### src/rtl/wb_sequencer.sv
// Write-side front end of the register file: merges ALU and load results into one regfile write per cycle.
// Optional WB_BYPASS_EN lets a load returning into an empty queue skip the queue when no ALU write wins.
module wb_sequencer #(
  parameter int ADDRESS_WIDTH = 5,
  parameter int DATA_WIDTH    = 32,
  parameter int FIFO_DEPTH    = 4
) (
  input  logic                     clk,
  input  logic                     rst,
  input  logic                     alu_valid,
  input  logic [ADDRESS_WIDTH-1:0] alu_rd,
  input  logic [DATA_WIDTH-1:0]    alu_data,
  input  logic                     ld_issue,
  input  logic [ADDRESS_WIDTH-1:0] ld_issue_rd,
  input  logic                     ld_valid,
  input  logic [ADDRESS_WIDTH-1:0] ld_rd,
  input  logic [DATA_WIDTH-1:0]    ld_data,
  output logic                     ld_ready,
  input  logic [ADDRESS_WIDTH-1:0] rs1,
  input  logic [ADDRESS_WIDTH-1:0] rs2,
  output logic                     stall,
  output logic                     we3,
  output logic [ADDRESS_WIDTH-1:0] addr3,
  output logic [DATA_WIDTH-1:0]    wd3
);

  localparam int NREG  = 1 << ADDRESS_WIDTH;
  localparam int PTR_W = $clog2(FIFO_DEPTH);
  localparam int CNT_W = PTR_W + 1;
  localparam logic [CNT_W-1:0] FULL_CNT = CNT_W'(FIFO_DEPTH);

  logic [ADDRESS_WIDTH-1:0] fifoRd_q   [FIFO_DEPTH];
  logic [DATA_WIDTH-1:0]    fifoData_q [FIFO_DEPTH];
  logic [PTR_W-1:0]         rdPtr_q, rdPtr_d;
  logic [PTR_W-1:0]         wrPtr_q, wrPtr_d;
  logic [CNT_W-1:0]         count_q, count_d;
  logic [NREG-1:0]          pend_q, pend_d;
  logic                     we3_q, we3_d;
  logic [ADDRESS_WIDTH-1:0] addr3_q, addr3_d;
  logic [DATA_WIDTH-1:0]    wd3_q, wd3_d;

  logic                     aluWin, ldAccept, fifoEmpty, bypassEn, pushEn, popEn;
  logic [ADDRESS_WIDTH-1:0] headRd;
  logic [DATA_WIDTH-1:0]    headData;

  assign ld_ready  = (count_q < FULL_CNT);
  assign fifoEmpty = (count_q == '0);
  assign aluWin    = alu_valid && (alu_rd != '0);
  assign ldAccept  = ld_valid && ld_ready && (ld_rd != '0);
  assign headRd    = fifoRd_q[rdPtr_q];
  assign headData  = fifoData_q[rdPtr_q];

`ifdef WB_BYPASS_EN
  assign bypassEn = ldAccept && fifoEmpty && !aluWin;
`else
  assign bypassEn = 1'b0;
`endif

  // A bypassed load never enters the queue; readiness is judged on the pre-pop count.
  assign pushEn = ldAccept && !bypassEn;
  assign popEn  = !aluWin && !fifoEmpty;

  assign stall = pend_q[rs1] | pend_q[rs2];
  assign we3   = we3_q;
  assign addr3 = addr3_q;
  assign wd3   = wd3_q;

  always_comb begin
    we3_d   = 1'b0;
    addr3_d = addr3_q;
    wd3_d   = wd3_q;
    if (aluWin) begin
      we3_d   = 1'b1;
      addr3_d = alu_rd;
      wd3_d   = alu_data;
    end else if (popEn) begin
      we3_d   = 1'b1;
      addr3_d = headRd;
      wd3_d   = headData;
    end else if (bypassEn) begin
      we3_d   = 1'b1;
      addr3_d = ld_rd;
      wd3_d   = ld_data;
    end
  end

  always_comb begin
    rdPtr_d = popEn  ? rdPtr_q + PTR_W'(1) : rdPtr_q;
    wrPtr_d = pushEn ? wrPtr_q + PTR_W'(1) : wrPtr_q;
    count_d = count_q;
    case ({pushEn, popEn})
      2'b10:   count_d = count_q + CNT_W'(1);
      2'b01:   count_d = count_q - CNT_W'(1);
      default: count_d = count_q;
    endcase
  end

  // Clears are applied before the issue set so a same-cycle set of the same rd wins.
  always_comb begin
    pend_d = pend_q;
    if (popEn)
      pend_d[headRd] = 1'b0;
    if (bypassEn)
      pend_d[ld_rd] = 1'b0;
    if (ld_issue)
      pend_d[ld_issue_rd] = 1'b1;
    pend_d[0] = 1'b0;
  end

  always_ff @(posedge clk) begin
    if (rst) begin
      rdPtr_q <= '0;
      wrPtr_q <= '0;
      count_q <= '0;
      pend_q  <= '0;
      we3_q   <= 1'b0;
      addr3_q <= '0;
      wd3_q   <= '0;
    end else begin
      rdPtr_q <= rdPtr_d;
      wrPtr_q <= wrPtr_d;
      count_q <= count_d;
      pend_q  <= pend_d;
      we3_q   <= we3_d;
      addr3_q <= addr3_d;
      wd3_q   <= wd3_d;
    end
  end

  always_ff @(posedge clk) begin
    if (!rst && pushEn) begin
      fifoRd_q[wrPtr_q]   <= ld_rd;
      fifoData_q[wrPtr_q] <= ld_data;
    end
  end

endmodule

### config.mk
export PLATFORM = sky130hd
export DESIGN_NAME = wb_sequencer
export DESIGN_NICKNAME = d
export VERILOG_FILES = /design/src/rtl/wb_sequencer.sv
export SDC_FILE = /design/constraint.sdc
export NUM_CORES = 1
export LEC_CHECK = 0
export CAP_MARGIN = 0
export CORE_MARGIN = 4
export CORE_UTILIZATION = 40
export DETAILED_ROUTE_END_ITERATION = 10
export GPL_ROUTABILITY_DRIVEN = 0
export MAX_ROUTING_LAYER = met4
export PLACE_DENSITY = 0.64
export SYNTH_ARGS = -nofsm -noshare
export SYNTH_HDL_FRONTEND = slang
export SYNTH_SLANG_ARGS = --single-unit
### constraint.sdc
create_clock -name clk -period 5.8 [get_ports clk]
set_clock_uncertainty 0.05 [all_clocks]
set_input_delay 0.87 -clock clk [delete_from_list [all_inputs] [get_ports clk]]
set_output_delay 0.87 -clock clk [all_outputs]
set_load 0.01 [all_outputs]
# [Word-level counts from Yosys, hierarchy flattened]
# Memory sizes are Yosys's and may differ from the RTL's. A register that Yosys moved wholly into a read port is not among the register bits.
# Index checks and enable logic that the tools add are counted.
# Widths: inputs -> output; s select.
[totals] out_inout_bits=40 ff_bits=77 memories=2 ram_bits=148
[op_classes] n_reduce_logical=15 add_sub_neg=4 n_eq_ne=2 n_bitwise=4 mux=23 n_lt_le_gt_ge=7
[mem_list] memory="fifoData_q" words=4 word_bits=32 rd=1 rd_clocked_by_memory_dff=1 wr=1 line="33" source="logic [DATA_WIDTH-1:0] fifoData_q [FIFO_DEPTH];"
[mem_list] memory="fifoRd_q" words=4 word_bits=5 rd=1 rd_clocked_by_memory_dff=1 wr=1 line="32" source="logic [ADDRESS_WIDTH-1:0] fifoRd_q [FIFO_DEPTH];"
[op_table] op="$mux 32" n=4
[op_table] op="$and 32x32->32" n=1
[op_table] op="$not 32->32" n=1
[op_table] op="$or 32x32->32" n=1
[op_table] op="$lt 5x6->1 const B" n=4
[op_table] op="$bmux 1 s5" n=2
[op_table] op="$demux 1 s5" n=2
[op_table] op="$ge 5x1->1 const B" n=2
[op_table] op="$mux 5" n=2
[op_table] op="$reduce_bool 5->1" n=2
[op_table] op="$mux 1" n=8
[op_table] op="$mux 2" n=4
[op_table] op="$logic_and 1x1->1" n=7
[op_table] op="$pmux 3 s2" n=1
[op_table] op="$add 2x1->2 const B" n=2
[op_table] op="$reduce_bool 2->1" n=2
[op_table] op="$add 3x1->3 const B" n=1
[op_table] op="$logic_not 1->1" n=3
[op_table] op="$logic_not 3->1" n=1
[op_table] op="$lt 3x3->1 const B" n=1
[op_table] op="$sub 3x1->3 const B" n=1
[op_table] op="$eq 2x1->1 const B" n=1
[op_table] op="$eq 2x2->1 const B" n=1
[op_table] op="$or 1x1->1" n=1

# [Longest topological paths before layout]
# Gate-level depths: netlist of run 1.
[logic_depth] ltp_word=9 mapped_depth=10

# [Worst setup path before layout of run 1]
# OpenSTA, ideal clock, no wires.
[synth_path] path_kind="input to output" startpoint="input port rs2[2]" endpoint="output port stall" stages=5 t_arrival_ns=2.232 path_slack_ns=2.648 path_buffers=1 cell_sequence="clkbuf_1 mux4_2 mux2i_1 o22ai_1 a211o_1"
[synth_between] elab_chain_cells=3
[synth_rtl] item="start, declared" line="20" source="input logic [ADDRESS_WIDTH-1:0] rs2,"
[synth_rtl] item="$bmux 1 s5" line="63" source="assign stall = pend_q[rs1] | pend_q[rs2];"
[synth_rtl] item="$mux 1 (not written as such)" line="63"
[synth_rtl] item="$or 1x1->1" line="63"
[synth_rtl] item="end, declared" line="21" source="output logic stall,"
# No other way between the ends. The select of a mux whose other input is x is not followed.

# [Worst setup path after layout of run 1]
[layout_path] startpoint="input port rs1[2]" endpoint="output port stall"
[layout_between] elab_chain_cells=3
[layout_rtl] item="start, declared" line="19" source="input logic [ADDRESS_WIDTH-1:0] rs1,"
[layout_rtl] item="$bmux 1 s5" line="63"
[layout_rtl] item="$mux 1 (not written as such)" line="63"
[layout_rtl] item="$or 1x1->1" line="63"
# No other way between the ends. The select of a mux whose other input is x is not followed.

==> impl_metrics.py, run 1 <==
metrics = {
    "flow_run": {
        "drv_cap": 0,
    },
    "hold_path": {
        "whs_path_depth": 2,
        "hold_class": "register to register",
    },
    "power_and_ir_drop": {
        "power_density_nw_per_um2": 382,
        "totalPowerFinal_mw": 4.54,
        "vdd_drop_max_mv": 0.246,
        "p_leak_nw": 4.01,
    },
    "floorplanning": {
        "pin_count": 134,
        "row_count": 56,
        "fp.dieW_um": 163,
        "fp.coreArea_sq_um": 23500,
        "die_area_sq_um": 26400,
        "die_h_um": 163,
        "start_util_pct": 40.7,
    },
    "final_layout": {
        "drive_gt1_share_pct": 14.6,
        "area_growth_pct": 24.5,
        "nFillCells": 1976,
        "nets": 878,
        "fin_area_sq_um": 11900,
    },
    "timing": {
        "worst_slew_pin_slew_ns": 1.08,
        "slew_headroom_pct": 28.0,
        "finalCritPeriodShare_pct": 71.0,
        "setup_viol": 0,
        "drv_slew": 0,
        "finalHoldViolations": 0,
        "fin_crit_ns": 4.12,
        "setup_slack_ns": 1.68,
        "grt_setup_unrepaired": "no",
        "finalSetupTns_ns": 0,
        "clock.fmax_ghz": 0.243,
    },
    "yosys": {
        "synthFlopType": "edfxtp_1",
        "synthCells": 657,
        "yosysWarningCount": 0,
        "ys_seq_area_share_pct": 62.9,
        "ys_ff_latch": 226,
        "ys_types": 47,
        "syn-num-nets": 757,
        "synth_edf_count": 148,
        "synthArstFlopShare_pct": 0,
        "avgSynthCellArea_sq_um": 14.5,
        "netlist_area_sq_um": 9550,
    },
    "detailed_routing": {
        "wire_per_inst_um": 20.0,
        "met3_length_mm": 1.68,
        "drt-pass1-iter-count": 5,
        "drt-initial-drc-count": 438,
        "highest-signal-layer": "met4",
        "wl_met2_mm": 10.7,
        "drc": 0,
        "wl_met1_mm": 9.54,
        "via_per_inst": 5.45,
        "drt_wl_total_mm": 22.3,
        "drt.antenna.violating_nets": 0,
        "num_vias": 6088,
    },
    "clock_network": {
        "cts_sinks": 226,
        "cts_buffers": 24,
        "clk_latency_ns": 0.51,
        "postCtsHoldBufs": 0,
        "cts_root_buffer": "clkbuf_16",
        "cts_setup_buffers": 0,
        "htree_levels": 1,
        "path_clk_slew_ns": 0.06,
        "clockBufferDepth": 3,
        "cts_tree": "yes",
        "cts-resized-gates": 0,
    },
    "critical_path": {
        "cp.arrival_ns": 3.20,
        "ff2ff_path_depth": 4,
        "crit_type": "input port to output port",
        "endpoint_kind": "output port",
        "crit_fanout": 10,
        "startpoint_type": "input port",
        "required_ns": 4.88,
    },
    "placed_design": {
        "hpwl_mm": 14.5,
        "placed_cell_area_sq_um": 11100,
        "post-place-ws_ns": 1.68,
        "port_buffers": 133,
    },
    "run_status": {
        "status": "complete, no violations",
    },
    "global_routing": {
        "grt.total_usage_pct": 17.2,
        "grt_max_degree": 51,
        "grt_pass1_wl_mm": 35.0,
        "gr-total-overflow": 0,
        "antenna_found_initial": 2,
        "first_global_vias": 6519,
    },
}
[area by class of cell]
| cell class | count | area [sq um] | share of cell area, % |
|---|---|---|---|
| Inverter | 8 | 30.0 | 0.252 |
| Clock inverter | 7 | 61.3 | 0.515 |
| Sequential cell | 226 | 6010 | 50.5 |
| Tap cell | 319 | 399 | 3.36 |
| Multi-Input combinational cell | 379 | 3290 | 27.7 |
| Clock buffer | 37 | 724 | 6.09 |
| Timing Repair Buffer | 139 | 1370 | 11.5 |
| Antenna cell | 2 | 5.00 | 0.0421 |
[layer usage]
layer  vias up  global-route usage, %
li1       2806                      -
met1      3026                   22.4
met2       225                   27.9
met3        31                   3.67
met4         0                   4.38
met5         -                      -
[cell usage in the layout, fill, tap and decap left out, drive strengths merged, types with 4 or more instances in the layout]
cell	netlist	layout
clkbuf	19	37
nand2	6	6
edfxtp	148	148
clkdlybuf4s50	0	132
ha	5	5
nand2b	4	4
dfxtp	78	78
inv	8	8
buf	25	7
clkinv	0	5
and2	4	4
mux4	51	51
nand3b	5	5
a21oi	68	68
nor2	75	75
a211oi	33	33
mux2i	48	48
nor3	32	32
mux2	4	4
[synthesized netlist by cell type, drive strengths merged (3+ instances only)]
cell type	n	area, sq um
o211ai	3	22.5
a22oi	3	22.5
dfxtp	78	1560
mux2	4	45.0
mux4	51	1150
inv	8	30.0
nor3	32	160
o21ai	3	15.0
ha	5	62.6
and2	4	25.0
a21oi	68	340
clkbuf	19	71.3
nand3b	5	37.5
edfxtp	148	4440
a211oi	33	248
nor2	75	282
mux2i	48	480
or3	3	18.8
or4	3	26.3
nand2	6	22.5
nand2b	4	25.0
or3b	3	26.3
buf	25	170
[power breakdown]
group / switching [mW] / leakage (nW) / total (mW) / internal [mW]
Sequential: 0.0762 / 1.98 / 1.94 / 1.86
Combinational: 0.562 / 1.64 / 1.10 / 0.539
Clock: 0.601 / 0.387 / 1.50 / 0.902
[metrics by stage]
step	cells	utilization, %	hold WS (ns)
floorplan	657	-	0.405
global placement	1071	47.3	0.415
detailed placement	1071	47.3	0.432
CTS	1115	50.7	0.448
global route	1117	50.7	0.497
finish	1117	50.7	0.445
[critical path, cell delays in order]
cell,delay [ns]
clkdlybuf4s50_1,0.76
mux4_2,0.55
mux2i_1,0.14
a22oi_1,0.10
a211o_1,0.30
clkdlybuf4s50_1,0.47
[cell families after synthesis]
logic type | Yosys count | synth area share [%]
buf+inv | 52 | 2.84
flops | 226 | 62.9
simple gates | 149 | 8.15
compound gates | 118 | 7.45
mux | 103 | 17.5
xor+xnor | 3 | 0.275
fa+ha+maj | 6 | 0.865
[path summary, 6_finish.rpt]
kind / slack, ns / end / from
min: 0.45 / register / rdPtr_q[1]
max: 1.68 / stall / rs1[2]
min reg2reg: 0.45 / register / rdPtr_q[1]
max reg2reg: 3.03 / pend_q[26] / register
[sequential cells by signal, indices dropped and copies added (netlist names), named ones only]
name,cells
count_q,3
fifoRd_q,20
rdPtr_q,2
wrPtr_q,2
addr3,5
pend_q,31
fifoData_q,128
wd3,32
we3,1
Power figures use the tool's default switching activity.
==> run 2: changes to the inputs <==
Settings changed: PLACE_DENSITY 0.64 to 0.66.
Clock period 5.8 ns to 3.75 ns, I/O delays scaled along.
==> impl_metrics.py, run 2 (same netlist as run 1, synthesis figures left out) <==
metrics = {
    "clock_network": {
        "clockBufferDepth": 3,
        "cts-resized-gates": 0,
        "cts_root_buffer": "clkbuf_16",
        "cts_tree": "yes",
        "postCtsHoldBufs": 0,
        "path_clk_slew_ns": 0.06,
        "cts_setup_buffers": 0,
        "cts_sinks": 226,
        "htree_levels": 1,
        "clk_latency_ns": 0.50,
        "cts_buffers": 24,
    },
    "timing": {
        "setup_viol": 0,
        "finalCritPeriodShare_pct": 94.1,
        "fin_crit_ns": 3.53,
        "drv_slew": 0,
        "slew_headroom_pct": 28.8,
        "finalSetupTns_ns": 0,
        "finalHoldViolations": 0,
        "worst_slew_pin_slew_ns": 1.07,
        "grt_setup_unrepaired": "no",
        "timing.hold.ws_ns": 0.432,
        "clock.fmax_ghz": 0.283,
    },
    "floorplanning": {
        "fp.dieW_um": 163,
        "pin_count": 134,
        "die_h_um": 163,
        "die_area_sq_um": 26400,
        "start_util_pct": 40.7,
        "fp.coreArea_sq_um": 23500,
        "row_count": 56,
    },
    "hold_path": {
        "hold_class": "register to register",
    },
    "critical_path": {
        "cp.arrival_ns": 2.92,
        "r2r_slack_ns": 1.29,
        "r2r_end": "pend_q[5]",
        "crit_top_cell": "clkdlybuf4s50_1",
        "required_ns": 3.14,
        "crit_fanout": 7,
        "ff2ff_path_depth": 4,
        "cpMaxStageDelayCell": "clkdlybuf4s50_1",
        "startpoint": "rs2[2]",
        "worst-path-buf-inv": 2,
        "cp.depth": 6,
        "cpLargestDelayFamily": "buffers and inverters",
        "path_cells": "clkdlybuf4s50_1 -> mux4_2 -> mux2i_1 -> o22ai_1 -> a211o_1 -> clkdlybuf4s50_1",
        "slowest_delay_ns": 0.74,
        "endpoint": "stall",
        "endpoint_kind": "output port",
        "startpoint_type": "input port",
        "crit_type": "input port to output port",
    },
    "global_routing": {
        "antenna_found_initial": 2,
        "grt.total_usage_pct": 16.5,
        "gr-total-overflow": 0,
        "grt_max_degree": 50,
        "first_global_vias": 6093,
        "grt_pass1_wl_mm": 33.8,
    },
    "power_and_ir_drop": {
        "totalPowerFinal_mw": 6.93,
        "vdd_drop_max_mv": 0.326,
        "power_density_nw_per_um2": 582,
        "p_leak_nw": 4.01,
    },
    "placed_design": {
        "hpwl_mm": 14.0,
        "port_buffers": 133,
    },
    "detailed_routing": {
        "drt-initial-drc-count": 437,
        "drt_wl_total_mm": 21.4,
        "drt-pass1-iter-count": 5,
        "drc": 0,
        "via_per_inst": 5.33,
        "drt.antenna.violating_nets": 0,
        "wire_per_inst_um": 19.1,
        "num_vias": 5978,
    },
    "final_layout": {
        "mostFrequentLayoutCells": "edfxtp_1, clkdlybuf4s50_1, dfxtp_1",
        "area_growth_pct": 24.6,
        "nets": 883,
        "fin_util_pct": 50.7,
        "largest_reg_flops": 128,
        "layout_commonest_cell": "edfxtp_1",
        "regMostFlops": "fifoData_q",
        "drive_gt1_share_pct": 14.6,
    },
    "flow_run": {
        "drv_cap": 0,
    },
    "run_status": {
        "status": "complete, no violations",
    },
}
[run 2: cell count changes in the layout (fill, tap and decap cells not counted)]
cell / before / now
buf_4: 6 / 11
clkbuf_8: 5 / 2
clkbuf_1: 6 / 8
clkinv_1: 1 / 3
clkbuf_4: 1 / 0
[run 2: per-layer routing]
layer / track usage [%] / vias to the layer above / part of all wire (%)
met1: 22.5 / 2929 / 44
met3: 3.82 / 31 / 8.0
met2: 25.8 / 203 / 46
met5: - / - / 0
li1: - / 2815 / -
met4: 3.38 / 0 / 1.3
[run 2: how the worst min path moves through the flow]
| stage | slack [ns] | to | cells past startpoint | startpoint |
|---|---|---|---|---|
| floorplan | 0.40 | register | 2 | rdPtr_q[1] |
| CTS | 0.43 | register | 2 | rdPtr_q[1] |
| global route | 0.48 | register | 2 | rdPtr_q[1] |
| global placement | 0.41 | register | 2 | rdPtr_q[1] |
| finish | 0.43 | register | 2 | rdPtr_q[1] |
| detailed placement | 0.42 | register | 2 | rdPtr_q[1] |
[run 2: area by class of cell]
class | count | area [sq um]
Tap cell | 319 | 399
Inverter | 8 | 30.0
Sequential cell | 226 | 6010
Fill cell | 2018 | 11600
Timing Repair Buffer | 144 | 1410
Clock inverter | 9 | 68.8
Multi-Input combinational cell | 379 | 3290
Clock buffer | 35 | 683
Antenna cell | 2 | 5.00
[run 2: report_power, final]
part           total, mW  switching (mW)  internal [mW]
registers           3.03           0.152           2.88
clock network       2.23           0.906           1.33
logic               1.67           0.829          0.837
total               6.93            1.89           5.04
[run 2: metrics by stage]
step,setup WS [ns],std cells,cell area (sq um)
2_1_floorplan,1.00,657,9550
3_3_place_gp,0.271,1076,11100
3_5_place_dp,0.227,1076,11100
4_1_cts,0.221,1120,11900
5_1_grt,0.161,1122,11900
6_report,0.222,1122,11900
[run 2: worst min-delay path: stages, from the launching register on]
cell and delay [ns]:
dfxtp_1 0.31, o31ai_1 0.06, a21oi_1 0.07
==> RTL change, RTL diff (flow settings as in run 1) <==
`DATA_WIDTH`: 32 -> 28.
--- a/src/rtl/wb_sequencer.sv
+++ b/src/rtl/wb_sequencer.sv
@@ -2,7 +2,7 @@
 // Optional WB_BYPASS_EN lets a load returning into an empty queue skip the queue when no ALU write wins.
 module wb_sequencer #(
   parameter int ADDRESS_WIDTH = 5,
-  parameter int DATA_WIDTH    = 32,
+  parameter int DATA_WIDTH    = 28,
   parameter int FIFO_DEPTH    = 4
 ) (
   input  logic                     clk,
Ports: changed (resized alu_data, ld_data and wd3); port bits go from 134 to 122. The function was not compared with the original's and may differ.
==> RTL change against run 1 <==
Clock power shrank 11%; final area shrank 10%; power shrank 9.5%; sequential cell count shrank 20; setup slack lost 0.15 ns; area after synthesis shrank 11%; routed wire length shrank 9.1%; largest power group unchanged; highest routed layer unchanged.
==> RTL change: results (changes against run 1) <==
INFO  route          detailroute.wirelength.met2=9970µm [was 10700 µm]
INFO  synth          synth_cells=617 [was 657]
INFO  global_routing grt_max_degree=77 [was 51]
INFO  synth          netlist_top_cells_area=sky130_fd_sc_hd__edfxtp_1 47%, sky130_fd_sc_hd__dfxtp_1 17%, sky130_fd_sc_hd__mux4_2 13% [was sky130_fd_sc_hd__edfxtp_1 47%, sky130_fd_sc_hd__dfxtp_1 16%, sky130_fd_sc_hd__mux4_2 12%]
INFO  synth          yosys.area_share.xor_xnor=0.00514 [was 0.00275]
INFO  route          detail_route.wirelength.met1=8490µm [was 9540 µm]
INFO  pwr            p_leak=3.50nW [was 4.01 nW]
INFO  global_routing grt_use_met3=0.0310 [was 0.0367]
INFO  synth          yosys.area_share.adder=0.00969 [was 0.00865]
INFO  route          met3WireLength=1320µm [was 1680 µm]
INFO  synth          seq_area_frac_synth=0.639 [was 0.629]
INFO  synth          netlist-cell-type-count=38 [was 47]
INFO  pwr            sequentialPower=1.76mW [was 1.94 mW]
INFO  setup_path     reg2regPathDepth=6 [was 4]
INFO  sta            finalHoldWorstSlack=0.429ns [was 0.445 ns]
INFO  place          placed_cells=981 [was 1071]
INFO  route          initialDrtViolationCount=324 [was 438]
INFO  place          numPortBuffers=121 [was 133]
INFO  global_routing grt_first_pass_wirelength=32300µm [was 35000 µm]
INFO  route          vias_per_cell=5.50 [was 5.45]
INFO  synth          ys_top_cells_by_count=132 x sky130_fd_sc_hd__edfxtp_1, 75 x sky130_fd_sc_hd__nand2_1, 74 x sky130_fd_sc_hd__dfxtp_1 [was 148 x sky130_fd_sc_hd__edfxtp_1, 78 x sky130_fd_sc_hd__dfxtp_1, 75 x sky130_fd_sc_hd__nor2_1]
INFO  run_status     run_status=finished clean [unchanged]
INFO  global_routing global_route.usage.met2=0.282 [was 0.279]
INFO  synth          synth_edf_count=132 [was 148]
INFO  layout         number_of_nets_in_the_layout=822 [was 878]
INFO  route          wl=20300µm [was 22300 µm]
INFO  global_routing groute.layer.met1.usage=0.223 [was 0.224]
INFO  place          place_hpwl=13000µm [was 14500 µm]
INFO  global_routing gr-usage-all-layers=0.174 [was 0.172]
INFO  place          placedInstanceArea=0.00997mm² [was 0.0111 mm²]
INFO  cts            insertion_delay=0.49ns [was 0.51 ns]
INFO  global_routing first_global_vias=5944 [was 6519]
INFO  layout         drive_above_1_share=0.137 [was 0.146]
INFO  cts            cts_made_buffers=22 [was 24]
INFO  min_path       worst_hold_startpoint=wd3[22] [was rdPtr_q[1]]
[RTL change: how the worst max path moves through the flow]
stage	start	endpoint	slack [ns]	depth (start not counted)
2_1_floorplan	rs1[0]	stall	2.45	5
3_3_place_gp	rs1[0]	stall	1.56	6
3_5_place_dp	rs1[0]	stall	1.52	6
4_1_cts	rs1[0]	stall	1.51	6
5_1_grt	rs1[0]	stall	1.39	6
6_report	rs1[0]	stall	1.53	6
[RTL change: worst reg2reg max path, delay by kind of cell (launching register included)]
family	cells	cell delay [ns]
DFF	1	0.31
buffers and inverters	2	0.65
AOI/OAI and AO/OA	2	0.43
and+or+nand+nor	1	0.38
muxes	1	0.68
[RTL change: area by class of cell]
cell class                 count  area share
sequential                   206       0.510
timing repair buffer         127       0.117
clock inverter                 6     0.00528
multi-input combinational    365       0.272
tap                          275      0.0322
antenna                        1    0.000235
clock buffer                  34      0.0597
inverter                       8     0.00281
